## src/rtl/spi_regfile_pkg.sv

```systemverilog
// Shared types and constants for the SPI register-file front end.
// Build option: SPI_REGFILE_ERR_EN selects the 8'hFF read fill used by the error-checking variant.
package spi_regfile_pkg;

  localparam int ADDR_W     = 4;
  localparam int CMD_WR_BIT = 7;

  typedef enum logic [2:0] {
    IDLE,
    CMD,
    WRITE,
    RD_LOAD,
    RD_WAIT,
    DRAIN
  } state_t;

`ifdef SPI_REGFILE_ERR_EN
  localparam logic [7:0] READ_FILL = 8'hFF;
`else
  localparam logic [7:0] READ_FILL = 8'h00;
`endif

endpackage

```

## src/rtl/spi_regfile_bank.sv

```systemverilog
// Register bank: one write port, combinational read port, flat view of all registers.
// Build option: SPI_REGFILE_ERR_EN (via READ_FILL) sets the value returned for unmapped addresses.
module spi_regfile_bank
  import spi_regfile_pkg::*;
#(
  parameter int          NUM_REGS = 4,
  parameter logic [7:0]  RST_VAL  = 8'h00
) (
  input  logic                  clk,
  input  logic                  reset,
  input  logic                  we,
  input  logic [ADDR_W-1:0]     waddr,
  input  logic [7:0]            wdata,
  input  logic [ADDR_W-1:0]     raddr,
  output logic [7:0]            rdata,
  output logic [NUM_REGS*8-1:0] reg_q
);

  logic [7:0] regs [NUM_REGS];

  for (genvar g = 0; g < NUM_REGS; g++) begin : g_reg
    always_ff @(posedge clk or posedge reset) begin
      if (reset)
        regs[g] <= RST_VAL;
      else if (we && waddr == ADDR_W'(g))
        regs[g] <= wdata;
    end
    assign reg_q[8*g +: 8] = regs[g];
  end

  // Addresses with no backing register read as the fill value.
  always_comb begin
    rdata = READ_FILL;
    for (int i = 0; i < NUM_REGS; i++)
      if (raddr == ADDR_W'(i)) rdata = regs[i];
  end

endmodule

```

## src/rtl/spi_slave_regfile.sv

```systemverilog
// Decodes SPI frames (command byte, then data/dummy bytes) into register reads and writes.
// Build option: SPI_REGFILE_ERR_EN enables the sticky err flag and the DRAIN state.
module spi_slave_regfile
  import spi_regfile_pkg::*;
#(
  parameter int          NUM_REGS = 4,
  parameter logic [7:0]  RST_VAL  = 8'h00
) (
  input  logic                  clk,
  input  logic                  reset,
  input  logic                  cs,
  input  logic [7:0]            si_data,
  input  logic                  si_done,
  output logic [7:0]            so_data,
  output logic                  so_start,
  input  logic                  so_ready,
  output logic [NUM_REGS*8-1:0] reg_q,
  output logic                  wr_stb,
  output logic [ADDR_W-1:0]     wr_addr,
  output logic                  err
);

  localparam logic [ADDR_W:0] NREGS = (ADDR_W+1)'(NUM_REGS);

  state_t            state_q, state_d;
  logic [ADDR_W-1:0] addr_q, addr_d;
  logic [7:0]        so_data_q, so_data_d;
  logic [7:0]        rdata;
  logic              we;
  logic              addr_in_range;

  assign addr_in_range = {1'b0, addr_q} < NREGS;

`ifdef SPI_REGFILE_ERR_EN
  logic err_set;
  logic err_q;
  logic cmd_in_range;
  logic last_reg;

  assign cmd_in_range = {1'b0, si_data[ADDR_W-1:0]} < NREGS;
  // With 16 registers the pointer wraps inside the map, so there is no edge to cross.
  assign last_reg     = (NUM_REGS < 16) && ({1'b0, addr_q} == NREGS - 1'b1);
`endif

  always_comb begin
    state_d   = state_q;
    addr_d    = addr_q;
    so_data_d = so_data_q;
    so_start  = 1'b0;
    we        = 1'b0;
`ifdef SPI_REGFILE_ERR_EN
    err_set   = 1'b0;
`endif
    // Frame end wins over everything, including a byte landing in the same cycle.
    if (cs && state_q != IDLE) begin
      state_d = IDLE;
      addr_d  = '0;
    end else begin
      case (state_q)
        IDLE: if (!cs) state_d = CMD;
        CMD: if (si_done) begin
          addr_d  = si_data[ADDR_W-1:0];
          state_d = si_data[CMD_WR_BIT] ? WRITE : RD_LOAD;
`ifdef SPI_REGFILE_ERR_EN
          if (!cmd_in_range) begin
            err_set = 1'b1;
            state_d = DRAIN;
            if (!si_data[CMD_WR_BIT]) so_data_d = READ_FILL;
          end
`endif
        end
        WRITE: if (si_done) begin
          we     = addr_in_range;
          addr_d = addr_q + 1'b1;
`ifdef SPI_REGFILE_ERR_EN
          if (last_reg) begin
            err_set = 1'b1;
            state_d = DRAIN;
          end
`endif
        end
        RD_LOAD: if (so_ready) begin
          so_start  = 1'b1;
          so_data_d = rdata;
          state_d   = RD_WAIT;
        end
        RD_WAIT: if (si_done) begin
          addr_d  = addr_q + 1'b1;
          state_d = RD_LOAD;
`ifdef SPI_REGFILE_ERR_EN
          if (last_reg) begin
            err_set   = 1'b1;
            state_d   = DRAIN;
            so_data_d = READ_FILL;
          end
`endif
        end
        DRAIN: ;
        default: state_d = IDLE;
      endcase
    end
  end

  // The load byte is presented combinationally so it lines up with so_start.
  assign so_data = so_start ? rdata : so_data_q;

  always_ff @(posedge clk or posedge reset) begin
    if (reset) begin
      state_q   <= IDLE;
      addr_q    <= '0;
      so_data_q <= 8'h00;
      wr_stb    <= 1'b0;
      wr_addr   <= '0;
    end else begin
      state_q   <= state_d;
      addr_q    <= addr_d;
      so_data_q <= so_data_d;
      wr_stb    <= we;
      if (we) wr_addr <= addr_q;
    end
  end

`ifdef SPI_REGFILE_ERR_EN
  always_ff @(posedge clk or posedge reset) begin
    if (reset)        err_q <= 1'b0;
    else if (err_set) err_q <= 1'b1;
  end
  assign err = err_q;
`else
  assign err = 1'b0;
`endif

  spi_regfile_bank #(
    .NUM_REGS(NUM_REGS),
    .RST_VAL (RST_VAL)
  ) u_bank (
    .clk  (clk),
    .reset(reset),
    .we   (we),
    .waddr(addr_q),
    .wdata(si_data),
    .raddr(addr_q),
    .rdata(rdata),
    .reg_q(reg_q)
  );

endmodule

```

## config.mk

```make
export PLATFORM = sky130hd
export DESIGN_NAME = spi_slave_regfile
export DESIGN_NICKNAME = d
export VERILOG_FILES = /design/src/rtl/spi_regfile_pkg.sv /design/src/rtl/spi_regfile_bank.sv /design/src/rtl/spi_slave_regfile.sv
export SDC_FILE = /design/constraint.sdc
export NUM_CORES = 1
export LEC_CHECK = 0
export ABC_CLOCK_PERIOD_IN_PS = 3550
export CORE_MARGIN = 2
export CORE_UTILIZATION = 54
export CTS_CLUSTER_SIZE = 40
export DETAILED_ROUTE_END_ITERATION = 10
export GPL_TIMING_DRIVEN = 0
export PLACE_DENSITY = 0.85
export SYNTH_ARGS = -nofsm -noshare
export SYNTH_HDL_FRONTEND = slang
export SYNTH_SLANG_ARGS = --single-unit
```

## constraint.sdc

```tcl
create_clock -name clk -period 3.55 [get_ports clk]
set_input_delay 0.71 -clock clk [delete_from_list [all_inputs] [get_ports clk]]
set_output_delay 0.71 -clock clk [all_outputs]
set_load 0.01 [all_outputs]
```

==> impl_metrics.env, run 1 <==
export IMPL_status="complete, no violations"
export IMPL_timing_setup_critical_path_class="flop to output port"
export IMPL_placement_rows=25
export IMPL_syn_inst=250
export IMPL_final_cell_count_no_fill=367
export IMPL_critPathLaunchType="flop"
export IMPL_power_density_mw_per_mm2=639.2
export IMPL_netlist_top_cells_area="dfrtp_1 (50%), mux2_2 (10%), nand2_1 (4.6%)"
export IMPL_synth_compound_area_share_pct=13.54
export IMPL_die_height_um=73.71
export IMPL_initial_utilization_pct=55.92
export IMPL_final_min_period_over_clock_period_pct=95.56
export IMPL_post_synth_xor_area_fraction_pct=0.6676
export IMPL_synth_top_family_by_area="multiplexers"
export IMPL_yosys_synthesis_warning_count=0
export IMPL_worstPathArrival_ns=2.68
export IMPL_detail_route_drc_violations=0
export IMPL_floorplan_die_width_um=73.71
export IMPL_numPortBuffers=57
export IMPL_total_cts_buffers=5
export IMPL_worstPathRequired_ns=2.84
export IMPL_synth_seq_cells=52
export IMPL_synth_seq_area_share_pct=49.59
export IMPL_clk_path_buf_depth=2
export IMPL_postRouteAntennaNets=0
export IMPL_synth_edf_count=0
export IMPL_postSynthAreaPerCell_um2=10.50
export IMPL_hold_ws_ns=0.4801
export IMPL_path_clk_slew_ns=0.09
export IMPL_synth_area_leader_cell="dfrtp_1"
export IMPL_core_area_mm2=0.004692
export IMPL_critPathCaptureType="output port"
export IMPL_timing_final_crit_period_ns=3.392
export IMPL_max_slew_headroom_at_the_worst_pin_pct=62.82
export IMPL_insertion_delay_ns=0.31
export IMPL_dp_hpwl_um=4469
export IMPL_finalNetCount=329
export IMPL_tightestPinTransition_ns=0.5544
export IMPL_die_area_mm2=0.005432
export IMPL_post_layout_total_power_mw=2.163
export IMPL_worst_setup_path_startpoint="addr_q[1]$_DFFE_PP0P_"
export IMPL_grt_first_pass_wirelength_um=9722
export IMPL_post_cts_setup_buffer_count=0
export IMPL_post_drt_wl_per_cell_um=16.35
export IMPL_leakagePower_nw=1.532
export IMPL_grt_setup_unrepaired="false"
export IMPL_cts_max_level=2
export IMPL_post_synth_fa_ha_maj_area_fraction_pct=1.907
export IMPL_cts_hold_repair_buffers=0
export IMPL_antennaDiodeCount=0
export IMPL_firstDrtPassIters=4
export IMPL_muxShareOfSynthArea_pct=15.26
export IMPL_tritoncts_clock_tree="built"
export IMPL_worst_hold_startpoint="so_data_q[0]$_DFFE_PP0P_"
export IMPL_vdd_ir_drop_max_mv=0.3782
export IMPL_r2r_start="addr_q[1]$_DFFE_PP0P_"
export IMPL_numClockSinks=52
export IMPL_dr_first_iter_drc_count=93
export IMPL_placedCellCount=362
export IMPL_maxCapViolCount=0
export IMPL_finalSetupTns_ns=0
export IMPL_syn_area_mm2=0.002624
export IMPL_top_routing_layer_in_use="met4"
export IMPL_slowest_delay_ns=0.59
export IMPL_critical_path_cell_chain="inv_1, ha_1, clkbuf_2, o21ai_0, a21oi_1, o31ai_1, clkdlybuf4s50_1"
export IMPL_design_area_mm2=0.003383
export IMPL_asyncSetResetFlopFracSynth_pct=100.0
export IMPL_globalplace_congestion=0.7728
export IMPL_grt_overflow_total=0
export IMPL_drt_wl_total_um=6002
export IMPL_met3_length_um=267
export IMPL_place_ws_ns=0.2599
export IMPL_dpl_cell_area_mm2=0.003282
export IMPL_worst_clock_skew_ns=0.007919
export IMPL_critical_path_slowest_cell="clkdlybuf4s50_1"
export IMPL_met2RoutedLength_um=2914
export IMPL_fraction_of_layout_cells_with_a_size_suffix_above_1_pct=16.29
export IMPL_pin_count_of_the_biggest_net_entering_global_routing=33
export IMPL_fmax_ghz=0.2948
export IMPL_ys_dominant_reg_cell="dfrtp_1"
export IMPL_report_final_hold_viol_count=0
export IMPL_via_count=2058
export IMPL_post_synth_and_or_nand_nor_area_fraction_pct=15.12
export IMPL_setup_ws_ns=0.1577
export IMPL_critical_path_max_fanout=10
export IMPL_net_count_after_synthesis=267
export IMPL_viasPerCell=5.608
export IMPL_routedLengthMet1_um=2747
export IMPL_layout_filler_cells=367
export IMPL_slew_violations=0
export IMPL_post_route_util_pct=72.11
export IMPL_final_setup_viol_count=0
export IMPL_first_global_vias=1941
export IMPL_number_of_antenna_violations_at_the_first_check_in_global_routing=0
export IMPL_ios=60
export IMPL_timing_hold_worst_class="flop to flop"
export IMPL_clock_tree_root_cell="clkbuf_8"
export IMPL_synthDominantCellAreaShare_pct=49.59
export IMPL_unique_masters_post_synth=42
export IMPL_syn_to_final_growth_pct=28.95
export IMPL_ctsResizeCount=0
export IMPL_gr_usage_all_layers_pct=24.01
-- cells in the mapped netlist, types with 4 or more instances --
master,n
a21oi_1,18
inv_1,6
ha_1,4
mux2_2,24
mux2_1,8
clkbuf_1,6
nand2_1,32
o21ai_0,14
nor2_1,17
nand2b_1,4
mux2i_1,4
o31ai_1,16
dfrtp_1,52
-- cells in the final DEF (no fill, tap or decap), types with 5 or more instances in the layout --
cell type,count
a21oi_1,18
dfrtp_1,52
o31ai_1,16
mux2_1,8
clkdlybuf4s50_1,57
inv_1,5
nor2_1,17
mux2_2,24
o21ai_0,12
nand2_1,32
clkbuf_8,5
-- routing by layer --
layer / vias to the layer above / track usage, %
met3: 5 / 4.527
met1: 994 / 35.15
li1: 1001 / -
met2: 58 / 36.90
met4: 0 / 6.061
met5: - / 0
-- final timing paths --
kind                            slack, ns                           end  depth (start not counted)
worst max-delay path                 0.16                    so_data[5]                          7
worst min-delay path                 0.48      so_data_q[0]$_DFFE_PP0P_                          2
worst max register to register       1.69      so_data_q[1]$_DFFE_PP0P_                          6
worst min register to register       0.48      so_data_q[0]$_DFFE_PP0P_                          2
max in group asynchronous            2.32  u_bank.reg_q[23]$_DFFE_PP0P_                          3
min in group asynchronous            0.72  u_bank.reg_q[10]$_DFFE_PP0P_                          2
-- critical path: cells and delay by family, from the launching register on --
| family | cells | cell delay [ns] |
|---|---|---|
| AOI/OAI and AO/OA | 3 | 0.72 |
| adders and majority gates | 1 | 0.30 |
| DFF | 1 | 0.43 |
| buffers and inverters | 3 | 0.92 |
-- kinds of logic (layout without fill, tap and decap cells) --
kind of cell | after synthesis | after routing
AND/OR/NAND/NOR | 78 | 78
AO/OA/AOI/OAI | 57 | 57
flip-flops | 52 | 52
multiplexers | 36 | 36
buffers and inverters | 20 | 83
adder cells (fa/ha/maj) | 4 | 4
XOR/XNOR | 2 | 2
other | 1 | 1
-- report_power, final --
group	switching, mW	leakage, nW	internal, mW	total [mW]
Clock	0.195	0.0558	0.213	0.408
Sequential	0.116	0.714	0.729	0.845
Combinational	0.479	0.763	0.430	0.909
-- layout make-up --
cell class	count	area (um2)	area share, %
Buffer	10	61.31	1.812
Clock buffer	6	72.57	2.145
Clock inverter	2	38.79	1.146
Inverter	7	27.53	0.8136
Multi-Input combinational cell	178	1224	36.17
Sequential cell	52	1301	38.46
Tap cell	54	67.56	1.997
Timing Repair Buffer	58	590.6	17.46
-- flip-flops by register name, indices dropped and copies added, names as in the netlist --
register	count
wr_stb	1
u_bank.reg_q	32
state_q	3
so_data_q	8
addr_q	4
wr_addr	4
Note: power is estimated with default switching activity, not from simulation.
==> run 2: changes to the inputs <==
Settings changed: GPL_ROUTABILITY_DRIVEN set to 0, MAX_ROUTING_LAYER set to met4.
==> run 2 against run 1 <==
Wire length increased by 0.42%. Flip-flop and latch count unchanged. Clock-buffer cell count unchanged. Total power about the same. Sequential power about the same. Design area unchanged. Sequential share of layout area unchanged. Maximum frequency increased by 0.14%. Largest cell class unchanged.
==> impl_metrics.env, run 2 (synthesized netlist as in run 1, its figures left out) <==
export IMPL_finalSetupTns_ns=0
export IMPL_critical_path_max_fanout=10
export IMPL_tightestPinTransition_ns=0.5591
export IMPL_critPathCaptureType="output port"
export IMPL_layout_filler_cells=367
export IMPL_max_slew_headroom_at_the_worst_pin_pct=62.50
export IMPL_power_switching_share_pct=36.48
export IMPL_sequentialPowerShare_pct=39.1
export IMPL_combPwrFrac_pct=42.1
export IMPL_worstPathArrival_ns=2.68
export IMPL_viasPerCell=5.668
export IMPL_maxCapViolCount=0
export IMPL_worstReg2RegEnd="so_data_q[1]$_DFFE_PP0P_"
export IMPL_timing_setup_critical_path_class="flop to output port"
export IMPL_finalNetCount=329
export IMPL_timing_hold_worst_class="flop to flop"
export IMPL_placement_rows=25
export IMPL_final_min_period_over_clock_period_pct=95.43
export IMPL_die_height_um=73.71
export IMPL_grt_overflow_total=0
export IMPL_netSwitchingPower_mw=0.7882
export IMPL_grt_first_pass_wirelength_um=9722
export IMPL_first_global_vias=1939
export IMPL_total_cts_buffers=5
export IMPL_r2r_start="addr_q[1]$_DFFE_PP0P_"
export IMPL_worst_hold_startpoint="so_data_q[5]$_DFFE_PP0P_"
export IMPL_slew_violations=0
export IMPL_cts_max_level=2
export IMPL_clk_path_buf_depth=2
export IMPL_pin_count_of_the_biggest_net_entering_global_routing=33
export IMPL_dr_first_iter_drc_count=104
export IMPL_place_ws_ns=0.2599
export IMPL_post_drt_wl_per_cell_um=16.42
export IMPL_numClockSinks=52
export IMPL_postRouteAntennaNets=0
export IMPL_syn_to_final_growth_pct=28.95
export IMPL_numPortBuffers=57
export IMPL_grt_setup_unrepaired="false"
export IMPL_fmax_ghz=0.2952
export IMPL_post_layout_total_power_mw=2.161
export IMPL_vdd_ir_drop_max_mv=0.3763
export IMPL_drt_wl_total_um=6027
export IMPL_number_of_antenna_violations_at_the_first_check_in_global_routing=0
export IMPL_initial_utilization_pct=55.92
export IMPL_firstDrtPassIters=4
export IMPL_mostFrequentLayoutCells="clkdlybuf4s50_1 (57), dfrtp_1 (52), nand2_1 (32)"
export IMPL_floorplan_die_width_um=73.71
export IMPL_power_internal_mw=1.372
export IMPL_layout_cells_most_common="clkdlybuf4s50_1"
export IMPL_leakagePower_nw=1.532
export IMPL_clock_tree_root_cell="clkbuf_8"
export IMPL_worst_clock_skew_ns=0.008291
export IMPL_power_density_mw_per_mm2=638.6
export IMPL_design_area_mm2=0.003383
export IMPL_reg2reg_depth=6
export IMPL_gr_usage_all_layers_pct=24.72
export IMPL_core_area_mm2=0.004692
export IMPL_insertion_delay_ns=0.31
export IMPL_detail_route_drc_violations=0
export IMPL_critPathLaunchType="flop"
export IMPL_crit_end="so_data[5]"
export IMPL_via_count=2080
export IMPL_timing_final_crit_period_ns=3.388
export IMPL_path_clk_slew_ns=0.09
export IMPL_tritoncts_clock_tree="built"
export IMPL_antennaDiodeCount=0
export IMPL_ios=60
export IMPL_status="complete, no violations"
export IMPL_die_area_mm2=0.005432
export IMPL_fraction_of_layout_cells_with_a_size_suffix_above_1_pct=16.29
export IMPL_dp_hpwl_um=4469
export IMPL_final_setup_viol_count=0
export IMPL_reg2reg_slack_ns=1.66
export IMPL_worst_setup_path_startpoint="addr_q[1]$_DFFE_PP0P_"
export IMPL_dpl_cell_area_mm2=0.003282
export IMPL_cts_hold_repair_buffers=0
export IMPL_setup_ws_ns=0.1623
export IMPL_largest_reg_flops=32
export IMPL_report_final_hold_viol_count=0
export IMPL_worstPathRequired_ns=2.84
export IMPL_clkPwrFrac_pct=18.8
[run 2: cell counts in the layout (fill, tap and decap cells not counted)]
Identical to the previous run, type by type.
[run 2: how the worst min path moves through the flow]
| stage | to | slack [ns] | depth (start not counted) |
|---|---|---|---|
| final | so_data_q[5]$_DFFE_PP0P_ | 0.48 | 2 |
| after global routing | so_data_q[4]$_DFFE_PP0P_ | 0.51 | 2 |
| after CTS | so_data_q[2]$_DFFE_PP0P_ | 0.48 | 2 |
| after detailed placement | so_data_q[2]$_DFFE_PP0P_ | 0.46 | 2 |
| after global placement | so_data_q[7]$_DFFE_PP0P_ | 0.45 | 2 |
| after floorplan | so_data_q[0]$_DFFE_PP0P_ | 0.44 | 2 |
[run 2: critical path, stage by stage (launching register included)]
cell	delay [ns]
dfrtp_1	0.43
inv_1	0.10
ha_1	0.31
clkbuf_2	0.23
o21ai_0	0.28
a21oi_1	0.15
o31ai_1	0.28
clkdlybuf4s50_1	0.59
[run 2: repair_timing]
action | 4_1_cts | 5_1_grt
buffers inserted | 0 | 0
gates resized for setup | 0 | 4
endpoints found under the setup margin | 0 | 8
[run 2: metal layers]
metal  GRT usage, %  vias up  part of all wire [%]
li1               -     1001                     -
met1          35.15     1012                    46
met2          36.90       61                    49
met3          4.527        6                   4.5
met4          6.061        0                   1.2
met5              -        -                     0
[run 2: power by group through the flow]
stage	clock network [mW]	registers [mW]	logic, mW
finish	0.407	0.845	0.910
global route	0.444	0.864	0.989
CTS	0.416	0.845	0.908
detailed placement	0	0.855	0.900
global placement	0	0.847	0.873
floorplan	0	0.873	0.494
[run 2: cell type report]
| cell class | count | area, um2 | share of cell area (%) |
|---|---|---|---|
| flip-flops and latches | 52 | 1301 | 38.46 |
| multi-input cells | 178 | 1224 | 36.17 |
| repair buffers | 58 | 590.6 | 17.46 |
| clock buffers | 6 | 72.57 | 2.145 |
| well taps | 54 | 67.56 | 1.997 |
| plain buffers | 10 | 61.31 | 1.812 |
| clock inverters | 2 | 38.79 | 1.146 |
| inverters | 7 | 27.53 | 0.8136 |
[run 2: stage by stage]
| stage | utilization, % | instances | hold WS (ns) |
|---|---|---|---|
| after floorplan | - | 250 | 0.4423 |
| after global placement | 69.52 | 361 | 0.4532 |
| after detailed placement | 69.95 | 362 | 0.4611 |
| after CTS | 72.32 | 370 | 0.4835 |
| after global routing | 72.11 | 367 | 0.5090 |
| final | 72.11 | 367 | 0.4805 |
==> run 3: changes to the inputs <==
Settings changed: TNS_END_PERCENT set to 10.
==> run 3 against run 2 <==
Sequential power about the same. First-iteration DRC count increased by 2.9%. Sequential share of layout area decreased by 0.057 points. Highest routed layer unchanged. Non-clock buffer count increased by 1.
==> impl_metrics.env, run 3 (synthesized netlist as in run 1, its figures left out) <==
export IMPL_die_height_um=73.71
export IMPL_layout_filler_cells=367
export IMPL_dr_first_iter_drc_count=107
export IMPL_numClockSinks=52
export IMPL_floorplan_die_width_um=73.71
export IMPL_mostFrequentLayoutCells="clkdlybuf4s50_1 (57), dfrtp_1 (52), nand2_1 (32)"
export IMPL_final_min_period_over_clock_period_pct=95.38
export IMPL_finalNetCount=330
export IMPL_worst_setup_path_startpoint="addr_q[1]$_DFFE_PP0P_"
export IMPL_core_area_mm2=0.004692
export IMPL_slew_violations=0
export IMPL_power_density_mw_per_mm2=638.8
export IMPL_tightestPinTransition_ns=0.5570
export IMPL_worst_clock_skew_ns=0.008158
export IMPL_grt_overflow_total=0
export IMPL_viasPerCell=5.639
export IMPL_initial_utilization_pct=55.92
export IMPL_clock_tree_root_cell="clkbuf_8"
export IMPL_leakagePower_nw=1.537
export IMPL_critPathCaptureType="output port"
export IMPL_largest_reg_flops=32
export IMPL_die_area_mm2=0.005432
export IMPL_syn_to_final_growth_pct=29.14
export IMPL_post_drt_wl_per_cell_um=16.35
export IMPL_layout_cells_most_common="clkdlybuf4s50_1"
export IMPL_setup_ws_ns=0.1641
export IMPL_report_final_hold_viol_count=0
export IMPL_fmax_ghz=0.2953
export IMPL_numPortBuffers=57
export IMPL_status="complete, no violations"
export IMPL_timing_setup_critical_path_class="flop to output port"
export IMPL_post_route_util_pct=72.21
export IMPL_drt_wl_total_um=6017
export IMPL_critical_path_max_fanout=10
export IMPL_grt_first_pass_wirelength_um=9722
export IMPL_first_global_vias=1939
export IMPL_firstDrtPassIters=4
export IMPL_number_of_antenna_violations_at_the_first_check_in_global_routing=0
export IMPL_critPathLaunchType="flop"
export IMPL_multi_input_combinational_cell_area_mm2=0.001224
export IMPL_maxCapViolCount=0
export IMPL_max_slew_headroom_at_the_worst_pin_pct=62.64
export IMPL_worstPathArrival_ns=2.68
export IMPL_vdd_ir_drop_max_mv=0.3797
export IMPL_detail_route_drc_violations=0
export IMPL_placement_rows=25
export IMPL_postRouteAntennaNets=0
export IMPL_path_clk_slew_ns=0.09
export IMPL_dp_hpwl_um=4469
export IMPL_timing_final_crit_period_ns=3.386
export IMPL_r2r_start="addr_q[1]$_DFFE_PP0P_"
export IMPL_tritoncts_clock_tree="built"
export IMPL_gr_usage_all_layers_pct=24.72
export IMPL_final_setup_viol_count=0
export IMPL_insertion_delay_ns=0.31
export IMPL_area_sequential_mm2=0.001301
export IMPL_pin_count_of_the_biggest_net_entering_global_routing=33
export IMPL_cts_max_level=2
export IMPL_clk_path_buf_depth=2
export IMPL_place_ws_ns=0.2599
export IMPL_total_cts_buffers=5
export IMPL_grt_setup_unrepaired="false"
export IMPL_timing_hold_worst_class="flop to flop"
export IMPL_via_count=2075
export IMPL_ios=60
export IMPL_antennaDiodeCount=0
export IMPL_finalSetupTns_ns=0
export IMPL_worst_hold_startpoint="so_data_q[0]$_DFFE_PP0P_"
export IMPL_fraction_of_layout_cells_with_a_size_suffix_above_1_pct=16.56
export IMPL_worstPathRequired_ns=2.84
==> run 3: cell types whose count changed in the layout (fill, tap and decap cells not counted) <==
cell | previous run | this run
clkbuf_2 | 1 | 2
==> run 3: layout make-up <==
class | count | area share [%]
timing repair buffer | 58 | 17.43
multi-input combinational | 178 | 36.12
tap | 54 | 1.994
sequential | 52 | 38.40
clock inverter | 2 | 1.145
clock buffer | 6 | 2.142
inverter | 7 | 0.8124
buffer | 11 | 1.957
==> run 3: repair_timing <==
item                       CTS  global route
setup endpoints to repair    0             8
hold buffers                 0             0
setup buffers                0             0
gates resized for setup      0             5
==> run 3: path summary, 6_finish.rpt <==
| kind | to | slack (ns) | depth (start not counted) |
|---|---|---|---|
| max in group asynchronous | u_bank.reg_q[23]$_DFFE_PP0P_ | 2.32 | 3 |
| min in group asynchronous | u_bank.reg_q[10]$_DFFE_PP0P_ | 0.72 | 2 |
| worst max-delay path | so_data[5] | 0.16 | 7 |
| worst max register to register | so_data_q[7]$_DFFE_PP0P_ | 1.71 | 6 |
| worst min-delay path | so_data_q[0]$_DFFE_PP0P_ | 0.48 | 2 |
| worst min register to register | so_data_q[0]$_DFFE_PP0P_ | 0.48 | 2 |
==> run 3: layer usage <==
metal  global-route usage [%]  part of all wire [%]
met5                        -                     0
met4                    6.061                   1.2
met3                    4.527                   5.2
met2                    36.90                    49
met1                    35.15                    45
==> run 3: critical path, stage by stage (launching register included) <==
cell and delay (ns):
dfrtp_1 0.43, inv_1 0.10, ha_1 0.30, clkbuf_2 0.23
o21ai_0 0.28, a21oi_1 0.15, o31ai_1 0.29, clkdlybuf4s50_1 0.59
==> run 3: stage by stage <==
stage	area [um2]	total power, mW	hold slack, ns	instances
6_report	3388	2.164	0.4801	368
5_1_grt	3388	2.298	0.5090	368
4_1_cts	3393	2.170	0.4835	370
3_5_place_dp	3282	1.755	0.4611	362
3_3_place_gp	3262	1.719	0.4532	361
2_1_floorplan	2624	1.367	0.4423	250
==> run 3: power by group <==
| part | switching, mW | internal [mW] | total, mW |
|---|---|---|---|
| sequential | 0.116 | 0.729 | 0.845 |
| combinational | 0.480 | 0.431 | 0.911 |
| clock | 0.196 | 0.213 | 0.409 |
